`src/rtl/lut_cfg_loader_if.sv`:
```
// rtl/lut_cfg_loader_if.sv - mask word stream into the LUT config loader
interface lut_cfg_loader_if;
  logic        in_valid;
  logic [15:0] in_data;
  logic        in_ready;

  modport master (output in_valid, output in_data, input in_ready);
  modport slave  (input in_valid, input in_data, output in_ready);
endinterface

```
`src/rtl/lut_cfg_loader.sv`:
```
// rtl/lut_cfg_loader.sv - serialises NUM_LUTS 16-bit LUT masks into the scff chain
// Every output, including in_ready, is a flop; next-cycle values are precomputed.
module lut_cfg_loader #(
  parameter int NUM_LUTS = 8,
  parameter int TIMEOUT  = 1024
) (
  input  logic             C,
  input  logic             R,
  input  logic             start,
  input  logic             abort,
  lut_cfg_loader_if.slave  cfg,
  output logic             sc_d,
  output logic             sc_en,
  output logic             busy,
  output logic             done,
  output logic             err
);

  localparam int WW = $clog2(NUM_LUTS + 1);
  localparam int TW = $clog2(TIMEOUT + 1);

  typedef enum logic [1:0] {S_IDLE, S_LOAD, S_DONE} state_t;

  state_t        state;
  logic [15:0]   sr;
  logic [4:0]    bcnt;
  logic [WW-1:0] wcnt;
  logic [TW-1:0] tcnt;
  logic          in_ready_q;
  logic          accept;
  logic [4:0]    bcnt_nxt;
  logic [WW-1:0] wcnt_nxt;

  assign cfg.in_ready = in_ready_q;
  assign accept       = cfg.in_valid & in_ready_q;

  // bcnt counts bits still to appear on sc_d, including the one shown this cycle
  always_comb begin
    bcnt_nxt = bcnt;
    wcnt_nxt = wcnt;
    if (accept) begin
      bcnt_nxt = 5'd16;
      wcnt_nxt = wcnt + WW'(1);
    end else if (bcnt != 5'd0) begin
      bcnt_nxt = bcnt - 5'd1;
    end
  end

  always_ff @(posedge C) begin
    if (!R) begin
      state      <= S_IDLE;
      sr         <= '0;
      bcnt       <= '0;
      wcnt       <= '0;
      tcnt       <= '0;
      in_ready_q <= 1'b0;
      sc_d       <= 1'b0;
      sc_en      <= 1'b0;
      busy       <= 1'b0;
      done       <= 1'b0;
      err        <= 1'b0;
    end else begin
      done  <= 1'b0;
      err   <= 1'b0;
      sc_en <= 1'b0;
      sc_d  <= 1'b0;
      case (state)
        S_IDLE: begin
          busy       <= 1'b0;
          in_ready_q <= 1'b0;
          if (start) begin
            state      <= S_LOAD;
            busy       <= 1'b1;
            in_ready_q <= 1'b1;
            sr         <= '0;
            bcnt       <= '0;
            wcnt       <= '0;
            tcnt       <= '0;
          end
        end
        S_LOAD: begin
          bcnt       <= bcnt_nxt;
          wcnt       <= wcnt_nxt;
          in_ready_q <= (bcnt_nxt == 5'd0) ||
                        (bcnt_nxt == 5'd1 && wcnt_nxt < WW'(NUM_LUTS));
          if (accept) begin
            sr    <= cfg.in_data >> 1;
            sc_d  <= cfg.in_data[0];
            sc_en <= 1'b1;
          end else if (bcnt > 5'd1) begin
            sr    <= sr >> 1;
            sc_d  <= sr[0];
            sc_en <= 1'b1;
          end
          if (accept)
            tcnt <= '0;
          else if (bcnt == 5'd0 && !cfg.in_valid)
            tcnt <= tcnt + TW'(1);
          if (abort) begin
            state      <= S_IDLE;
            busy       <= 1'b0;
            in_ready_q <= 1'b0;
            sc_en      <= 1'b0;
            sc_d       <= 1'b0;
          end else if (bcnt == 5'd1 && !accept && wcnt == WW'(NUM_LUTS)) begin
            state      <= S_DONE;
            done       <= 1'b1;
            in_ready_q <= 1'b0;
          end else if (bcnt == 5'd0 && !cfg.in_valid && tcnt == TW'(TIMEOUT - 1)) begin
            state      <= S_IDLE;
            busy       <= 1'b0;
            err        <= 1'b1;
            in_ready_q <= 1'b0;
          end
        end
        S_DONE: begin
          state      <= S_IDLE;
          busy       <= 1'b0;
          in_ready_q <= 1'b0;
        end
        default: begin
          state      <= S_IDLE;
          busy       <= 1'b0;
          in_ready_q <= 1'b0;
        end
      endcase
    end
  end

endmodule

```
`src/flat_wrapper.sv`:
```
// flat-port wrapper written by rule: the top's interface ports become plain ports
module lut_cfg_loader_flat 
#(
  parameter int NUM_LUTS = 8,
  parameter int TIMEOUT  = 1024
)
  (C, R, start, abort, sc_d, sc_en, busy, done, err, cfg_in_valid, cfg_in_data, cfg_in_ready);
  lut_cfg_loader_if cfg_i ();
  input  logic C;
  input  logic R;
  input  logic start;
  input  logic abort;
  output logic sc_d;
  output logic sc_en;
  output logic busy;
  output logic done;
  output logic err;
  input wire logic [$bits(cfg_i.in_valid)-1:0] cfg_in_valid;
  input wire logic [$bits(cfg_i.in_data)-1:0] cfg_in_data;
  output wire logic [$bits(cfg_i.in_ready)-1:0] cfg_in_ready;
  assign cfg_i.in_valid = cfg_in_valid;
  assign cfg_i.in_data = cfg_in_data;
  assign cfg_in_ready = cfg_i.in_ready;
  lut_cfg_loader #(.NUM_LUTS(NUM_LUTS), .TIMEOUT(TIMEOUT)) u_core (.C(C), .R(R), .start(start), .abort(abort), .cfg(cfg_i), .sc_d(sc_d), .sc_en(sc_en), .busy(busy), .done(done), .err(err));
endmodule
```
`config.mk`:
```
export PLATFORM = sky130hd
export DESIGN_NAME = lut_cfg_loader_flat
export DESIGN_NICKNAME = d
export VERILOG_FILES = /design/src/rtl/lut_cfg_loader_if.sv /design/src/rtl/lut_cfg_loader.sv /design/src/flat_wrapper.sv
export SDC_FILE = /design/constraint.sdc
export NUM_CORES = 1
export LEC_CHECK = 0
export BUFFER_PORTS_ARGS = -buffer_cell sky130_fd_sc_hd__buf_2
export CAP_MARGIN = 20
export CORE_ASPECT_RATIO = 0.6
export CORE_MARGIN = 1
export CORE_UTILIZATION = 52
export DETAILED_ROUTE_END_ITERATION = 12
export MAX_ROUTING_LAYER = met4
export PLACE_DENSITY = 0.77
export SKIP_LAST_GASP = 1
export SLEW_MARGIN = 5
export SYNTH_ARGS = -nofsm -noshare
export SYNTH_HDL_FRONTEND = slang
export SYNTH_SLANG_ARGS = --single-unit
```
`constraint.sdc`:
```
create_clock -name C -period 2.1 [get_ports C]
set_input_delay 0.315 -clock C [delete_from_list [all_inputs] [get_ports C]]
set_output_delay 0.315 -clock C [all_outputs]
set_load 0.02 [all_outputs]
```
==> metrics.md, run 1 <==
| Metric | Value |
|---|---|
| Clock skew | `0.008467 ns` |
| Final worst-path cycle share | `96.67%` |
| Initial core utilization | `between 50 and 60%` |
| Post-DP HPWL | `3.311 mm` |
| Final Hold Vio Count | `0` |
| Antenna violations before repair | `0` |
| Count of cell types in the netlist | `45` |
| Setup TNS | `0 ns` |
| Grt met3 use | `under 10%` |
| Gr busiest metal | `met1` |
| Clock buffer depth | `2` |
| Final setup margin | `0.06997 ns` |
| Clk_lat worst skew | `0.29 ns` |
| Starting DRC count in detailed routing | `144` |
| ANT nets after route | `0` |
| Post-CTS Hold Buffers | `0` |
| Most frequent cell after synthesis | `dfxtp_1` |
| Synth Warn # | `0` |
| Seq cells post-synth | `43` |
| Maxcap violations | `0` |
| Cell leakage power | `approximately 0.94 nW` |
| Die Ht | `52.25 um` |
| Gr ovfl total | `0` |
| Startpoint Class | `flip-flop` |
| Grt met2 use | `a little under a third` |
| Cell Rows | `17` |
| Post-synthesis sequential area ratio | `39.34%` |
| Worst EP arrival | `between 2 and 2.5 ns` |
| Root Driver | `clkbuf_8` |
| GRT Total Usage | `between 20% and 30%` |
| Slew HR | `~58%` |
| Crit path kind | `reg -> reg` |
| Register share of total power | `a little over half` |
| CTS Buf Count | `5` |
| Number of synthesized flops with an enable pin | `0` |
| Worst slack at placement | `0.05857 ns` |
| RSZ-0062 raised after global routing | `false` |
| Critical Path RT | `2.28 ns` |
| Hold Slack | `between 0.2 and 0.3 ns` |
| Psw | `0.4014 mW` |
| Post-Syn Area per Cell | `between 8 and 9 um^2` |
| Slew @ Worst Pin | `0.6350 ns` |
| Vias post-DR | `between 1500 and 2000` |
| Die ar. | `4480 um^2` |
| Share of cells above drive strength 1 | `19.71%` |
| Max Slew Vio Count | `0` |
| Largest net degree at the start of global routing | `30` |
| FMAX | `slightly below 500 MHz` |
| Avg WL per Cell | `13.80 um` |
| Synth cell count leaders | `dfxtp_1, nor2b_1, a21oi_1` |
| First-pass GRT wire length | `about 7.5 mm` |
| # diodes | `0` |
| Post-CTS sizing | `0` |
| Worst Hold Class | `in -> reg` |
| Internal power contribution | `1.160 mW` |
| # DRC | `0` |
| Layout fillers | `335` |
| Switching Share | `25.71%` |
| Mapped Nets | `276` |
| Cell accounting for the most synthesized area | `dfxtp_1` |
| # H-tree levels | `2` |
| Top cell type's share of synthesized area | `39.34%` |
| FFs w/ async S/R, synth | `0%` |
| Width of the die | `between 80 and 90 um` |
| Logic pwr share | `roughly an eighth` |
| Outcome | `finished clean` |
| Main synth FF type | `dfxtp_1` |
| Final wirelength | `~4.6 mm` |
| Routed vias/inst | `roughly 5.5` |
| Largest cells by area after synthesis | `dfxtp_1, nor2b_1, mux2i_1, a21oi_1, nor3_1` |
| Vias in the first global route | `1584` |
| Period minus WS final | `around 2.0 ns` |
| IO buf count | `26` |
| GRT met1 Usage | `roughly 34%` |
| Setup bufs post-CTS | `0` |
| Clock power share | `between 30 and 40%` |
| Clock net sink count | `between 40 and 50` |
| Clock Pin Slew Worst Setup and Hold Paths | `0.08 ns` |
| Kind of end point of the critical path | `flip-flop` |
| RePlAce Congestion | `0.9112` |
| Syn-to-layout area delta | `14.64%` |
| 1st-pass router iterations | `4` |
| Maximum fanout along the worst path | `4` |
| Top Ports | `27` |
| CTS tree | `done` |
| Core area | `3850 um^2` |
| Cells after Synth | `249` |
| Final setup violation count | `0` |
| Nets | `306` |
| Peak VDD IR | `474.2 uV` |
| Mapped Area | `2188 um^2` |
| Pwr Density | `622.3 nW/um^2` |
registers in the layout, indices dropped and copies added (netlist names), 2 cells and up:
| register | flops |
|---|---|
| u_core.tcnt | 11 |
| u_core.wcnt | 4 |
| u_core.state | 2 |
| u_core.bcnt | 5 |
| u_core.sr | 15 |
area by class of cell:
cell class              instances  area, um^2  area share [%]
clock buffers                   6       82.58           3.292
clock inverters                 1       5.005          0.1995
inverters                       6       25.02          0.9975
multi-input cells             188        1265           50.42
flip-flops and latches         43       862.1           34.36
well taps                      57       71.32           2.843
repair buffers                 35       197.7           7.880
cell families (layout without fill, tap and decap cells):
group	after synthesis	after routing	share of synthesized area, %
AOI/OAI and AO/OA	51	51	14.64
xor gates and xnor gates	9	9	3.602
adders and majority gates	6	6	3.430
buffers and inverters	18	48	4.231
DFF	43	43	39.34
muxes	15	15	6.861
and+or+nand+nor	107	107	27.90
power by group through the flow:
stage	Combinational, mW	Clock [mW]	Sequential, mW
floorplan	0.126	0	0.854
global placement	0.183	0	0.852
detailed placement	0.186	0	0.852
CTS	0.186	0.545	0.833
global route	0.210	0.588	0.834
finish	0.192	0.536	0.833
final timing paths:
| path | startpoint | end | slack [ns] | cells after the start |
|---|---|---|---|---|
| max | u_core.bcnt[0] | u_core.busy | 0.07 | 7 |
| min | cfg_in_data[0] | u_core.sc_d | 0.26 | 3 |
| max reg2reg | u_core.bcnt[0] | u_core.busy | 0.07 | 7 |
| min reg2reg | u_core.busy | u_core.busy | 0.47 | 2 |
worst max-delay path, stage by stage (launching register included):
cell and delay [ns]:
dfxtp_2 0.34, inv_4 0.07, ha_4 0.14, or4b_4 0.50, or3_4 0.34, or3_4 0.37, nand3_1 0.09, a21boi_1 0.06
cell usage in the layout (no fill, tap or decap), drive strengths merged, types with 7 or more instances in the layout:
master  instances
dfxtp          43
buf            35
nor2b          25
a21oi          21
nor3           19
mux2i          15
nor2           14
nand2          10
o21ai           9
and3            7
metal layers:
layer	up-vias	share of wire [%]
met3	2	6.5
li1	950	-
met5	-	0
met2	50	41
met4	0	0.41
met1	849	52
per-stage QoR:
stage / util (%) / power [mW] / area [um^2] / instances
floorplan: - / 0.9800 / 2192 / 249
finish: 65.16 / 1.561 / 2509 / 336
global placement: 62.11 / 1.035 / 2391 / 329
CTS: 64.38 / 1.564 / 2479 / 336
detailed placement: 62.11 / 1.038 / 2391 / 329
global route: 65.16 / 1.632 / 2509 / 336
(Power assumes the default switching activity.)
==> inputs of run 2 (changes only) <==
- BUFFER_PORTS_ARGS: -buffer_cell sky130_fd_sc_hd__buf_2 -> default
- CORE_UTILIZATION: 52 -> 61
- DONT_BUFFER_PORTS: default -> 1
- PLACE_DENSITY: 0.77 -> 0.79
- clock period: 2.1 -> 2.3 ns (I/O delays scaled with it)
==> run 2 against run 1 <==
Net effect:
- sequential power fell by 8.2%
- critical path type unchanged
- critical endpoint unchanged
- maximum frequency fell by 9.0%
- largest power group unchanged
- clock power fell by 12%
- largest cell class unchanged
- count of clock-buffer cells in the layout did not move
- flip-flop and latch count did not move
- wire length fell by 4.4%
==> metrics.md, run 2 (synthesis gave the netlist of run 1 again) <==
| Metric | Value |
|---|---|
| Commonest non-fill, non-tap cells in the layout | `dfxtp_1, nor2b_1, a21oi_1` |
| Kind of end point of the critical path | `flip-flop` |
| Maxcap violations | `0` |
| Cell Area, Placed | `2205 um^2` |
| Clock net sink count | `43` |
| Worst Reg-to-Reg Cells | `7` |
| # diodes | `0` |
| Largest net degree at the start of global routing | `36` |
| Clk_lat worst skew | `~0.3 ns` |
| Crit path max-delay family | `simple AND/OR/NAND/NOR gates` |
| Cell leakage power | `between 0.7 and 0.8 nW` |
| Reg2Reg Capture Point | `u_core.busy` |
| Clock buffer depth | `2` |
| Gr ovfl total | `0` |
| Routed vias/inst | `5.881` |
| Width of the die | `79.33 um` |
| Critical path's most frequent cell | `or3_1` |
| Switching Share | `around a quarter` |
| Period minus WS final | `2.232 ns` |
| Avg WL per Cell | `15.03 um` |
| Post-DP HPWL | `3.098 mm` |
| Worst Hold Class | `in -> reg` |
| IO buf count | `0` |
| Core area | `3343 um^2` |
| Antenna violations before repair | `0` |
| ANT nets after route | `0` |
| Final setup violation count | `0` |
| Root Driver | `clkbuf_8` |
| First-pass GRT wire length | `between 7 and 8 mm` |
| Starting DRC count in detailed routing | `97` |
| Cell Rows | `16` |
| Reg2reg setup slack | `0.07 ns` |
| Worst reg2reg startpoint | `u_core.bcnt[1]` |
| Worst EP arrival | `2.43 ns` |
| # H-tree levels | `2` |
| Internal power contribution | `1.017 mW` |
| Clock power share | `34.4%` |
| Biggest register | `u_core.sr` |
| CTS tree | `done` |
| Outcome | `finished clean` |
| Syn-to-layout area delta | `4.974%` |
| GRT met1 Usage | `37.29%` |
| Vias in the first global route | `1547` |
| GRT Total Usage | `between 20% and 30%` |
| Grt met3 use | `~7.2%` |
| Share of cells above drive strength 1 | `under 10%` |
| Slew HR | `between 60 and 70%` |
| Max Slew Vio Count | `0` |
| RePlAce Congestion | `roughly 0.86` |
| Die ar. | `~3800 um^2` |
| Vias post-DR | `1735` |
| CP max stage delay | `0.55 ns` |
| Clock Pin Slew Worst Setup and Hold Paths | `0.08 ns` |
| Post-CTS Hold Buffers | `0` |
| Top Registers | `u_core.sr (15), u_core.tcnt (11), u_core.bcnt (5)` |
| Nets | `276` |
| Slew @ Worst Pin | `roughly 0.48 ns` |
| Hold Crit Start | `R` |
| Grt met2 use | `around 33%` |
| Maximum fanout along the worst path | `8` |
| Logic pwr share | `9.8%` |
| Register share of total power | `55.7%` |
| Clock skew | `between 0.004 and 0.005 ns` |
| Startpoint Class | `flip-flop` |
| Cells on Worst Hold Path | `1` |
| Commonest non-fill, non-tap cell in the layout | `dfxtp_1` |
| # DRC | `0` |
| Final Hold Vio Count | `0` |
| Top Ports | `27` |
| Die Ht | `between 40 and 50 um` |
| Largest register FFs | `15` |
| Crit path kind | `reg -> reg` |
| Pwr Density | `597.9 nW/um^2` |
| CTS Buf Count | `5` |
| Gr busiest metal | `met1` |
| Slowest CP cell | `or4b_4` |
| FMAX | `448.1 MHz` |
| Cell area after layout | `2297 um^2` |
| Final worst-path cycle share | `97.02%` |
| Fin util | `just under 70%` |
| Critical Path RT | `2.49 ns` |
| End point of the worst hold path | `u_core.sr[9]` |
| Psw | `~0.36 mW` |
| Peak VDD IR | `371.4 uV` |
| Bufs and invs on worst path | `1` |
| 1st-pass router iterations | `4` |
| Final wirelength | `4.433 mm` |
| Initial core utilization | `65.46%` |
| Worst path cell trace | `inv_1, ha_1, or4b_4, or3_1, or3_1, nand3_1, a21boi_1` |
-- run 2: changes by cell type in the layout (fill, tap and decap cells not counted), sizes merged --
| cell | before | now |
|---|---|---|
| clkinvlp | 0 | 1 |
| buf | 35 | 5 |
-- run 2: area by class of cell --
class | count | area, um^2
Fill cell | 287 | 1046
Timing Repair Buffer | 5 | 37.54
Inverter | 6 | 22.52
Clock inverter | 2 | 12.51
Multi-Input combinational cell | 188 | 1235
Tap cell | 45 | 56.30
Clock buffer | 6 | 72.57
Sequential cell | 43 | 860.8
-- run 2: worst max-delay path by stage --
stage	end	start	cells past startpoint	slack [ns]
after floorplan	u_core.busy	u_core.bcnt[0]	8	0.15
after global placement	u_core.busy	u_core.bcnt[0]	7	0.13
after detailed placement	u_core.busy	u_core.bcnt[0]	7	0.09
after CTS	u_core.busy	u_core.bcnt[0]	7	0.08
after global routing	u_core.busy	u_core.bcnt[1]	7	-0.07
final	u_core.busy	u_core.bcnt[1]	7	0.07
-- run 2: layer usage --
metal  vias up  share of wire (%)
met1       794                 52
met4         0               0.61
met3         4                6.4
met5         -                  0
met2        48                 41
li1        889                  -
-- run 2: power by group through the flow --
stage / logic [mW] / clock network (mW) / registers (mW)
2_1_floorplan: 0.114 / 0 / 0.780
3_3_place_gp: 0.131 / 0 / 0.783
3_5_place_dp: 0.132 / 0 / 0.783
4_1_cts: 0.133 / 0.483 / 0.765
5_1_grt: 0.149 / 0.517 / 0.767
6_report: 0.135 / 0.473 / 0.765
-- run 2: worst reg2reg max path, cell delays in order, from the launching register on --
cell and delay [ns]:
dfxtp_1 0.35, inv_1 0.12, ha_1 0.22, or4b_4 0.55
or3_1 0.34, or3_1 0.40, nand3_1 0.09, a21boi_1 0.06
-- run 2: repair_timing --
item                       CTS  global route
resized for setup            0             1
setup buffers                0             1
setup endpoints to repair    0             1
-- run 2: per-stage QoR --
step | total power [mW] | hold slack [ns] | std cells | setup slack (ns) | TNS, ns
floorplan | 0.8945 | 0.4526 | 249 | 0.1454 | 0
global placement | 0.9138 | 0.4725 | 286 | 0.1279 | 0
detailed placement | 0.9145 | 0.4767 | 286 | 0.09246 | 0
CTS | 1.381 | 0.1633 | 294 | 0.08135 | 0
global route | 1.433 | 0.1579 | 295 | -0.07492 | -0.08421
finish | 1.374 | 0.1774 | 295 | 0.06848 | 0
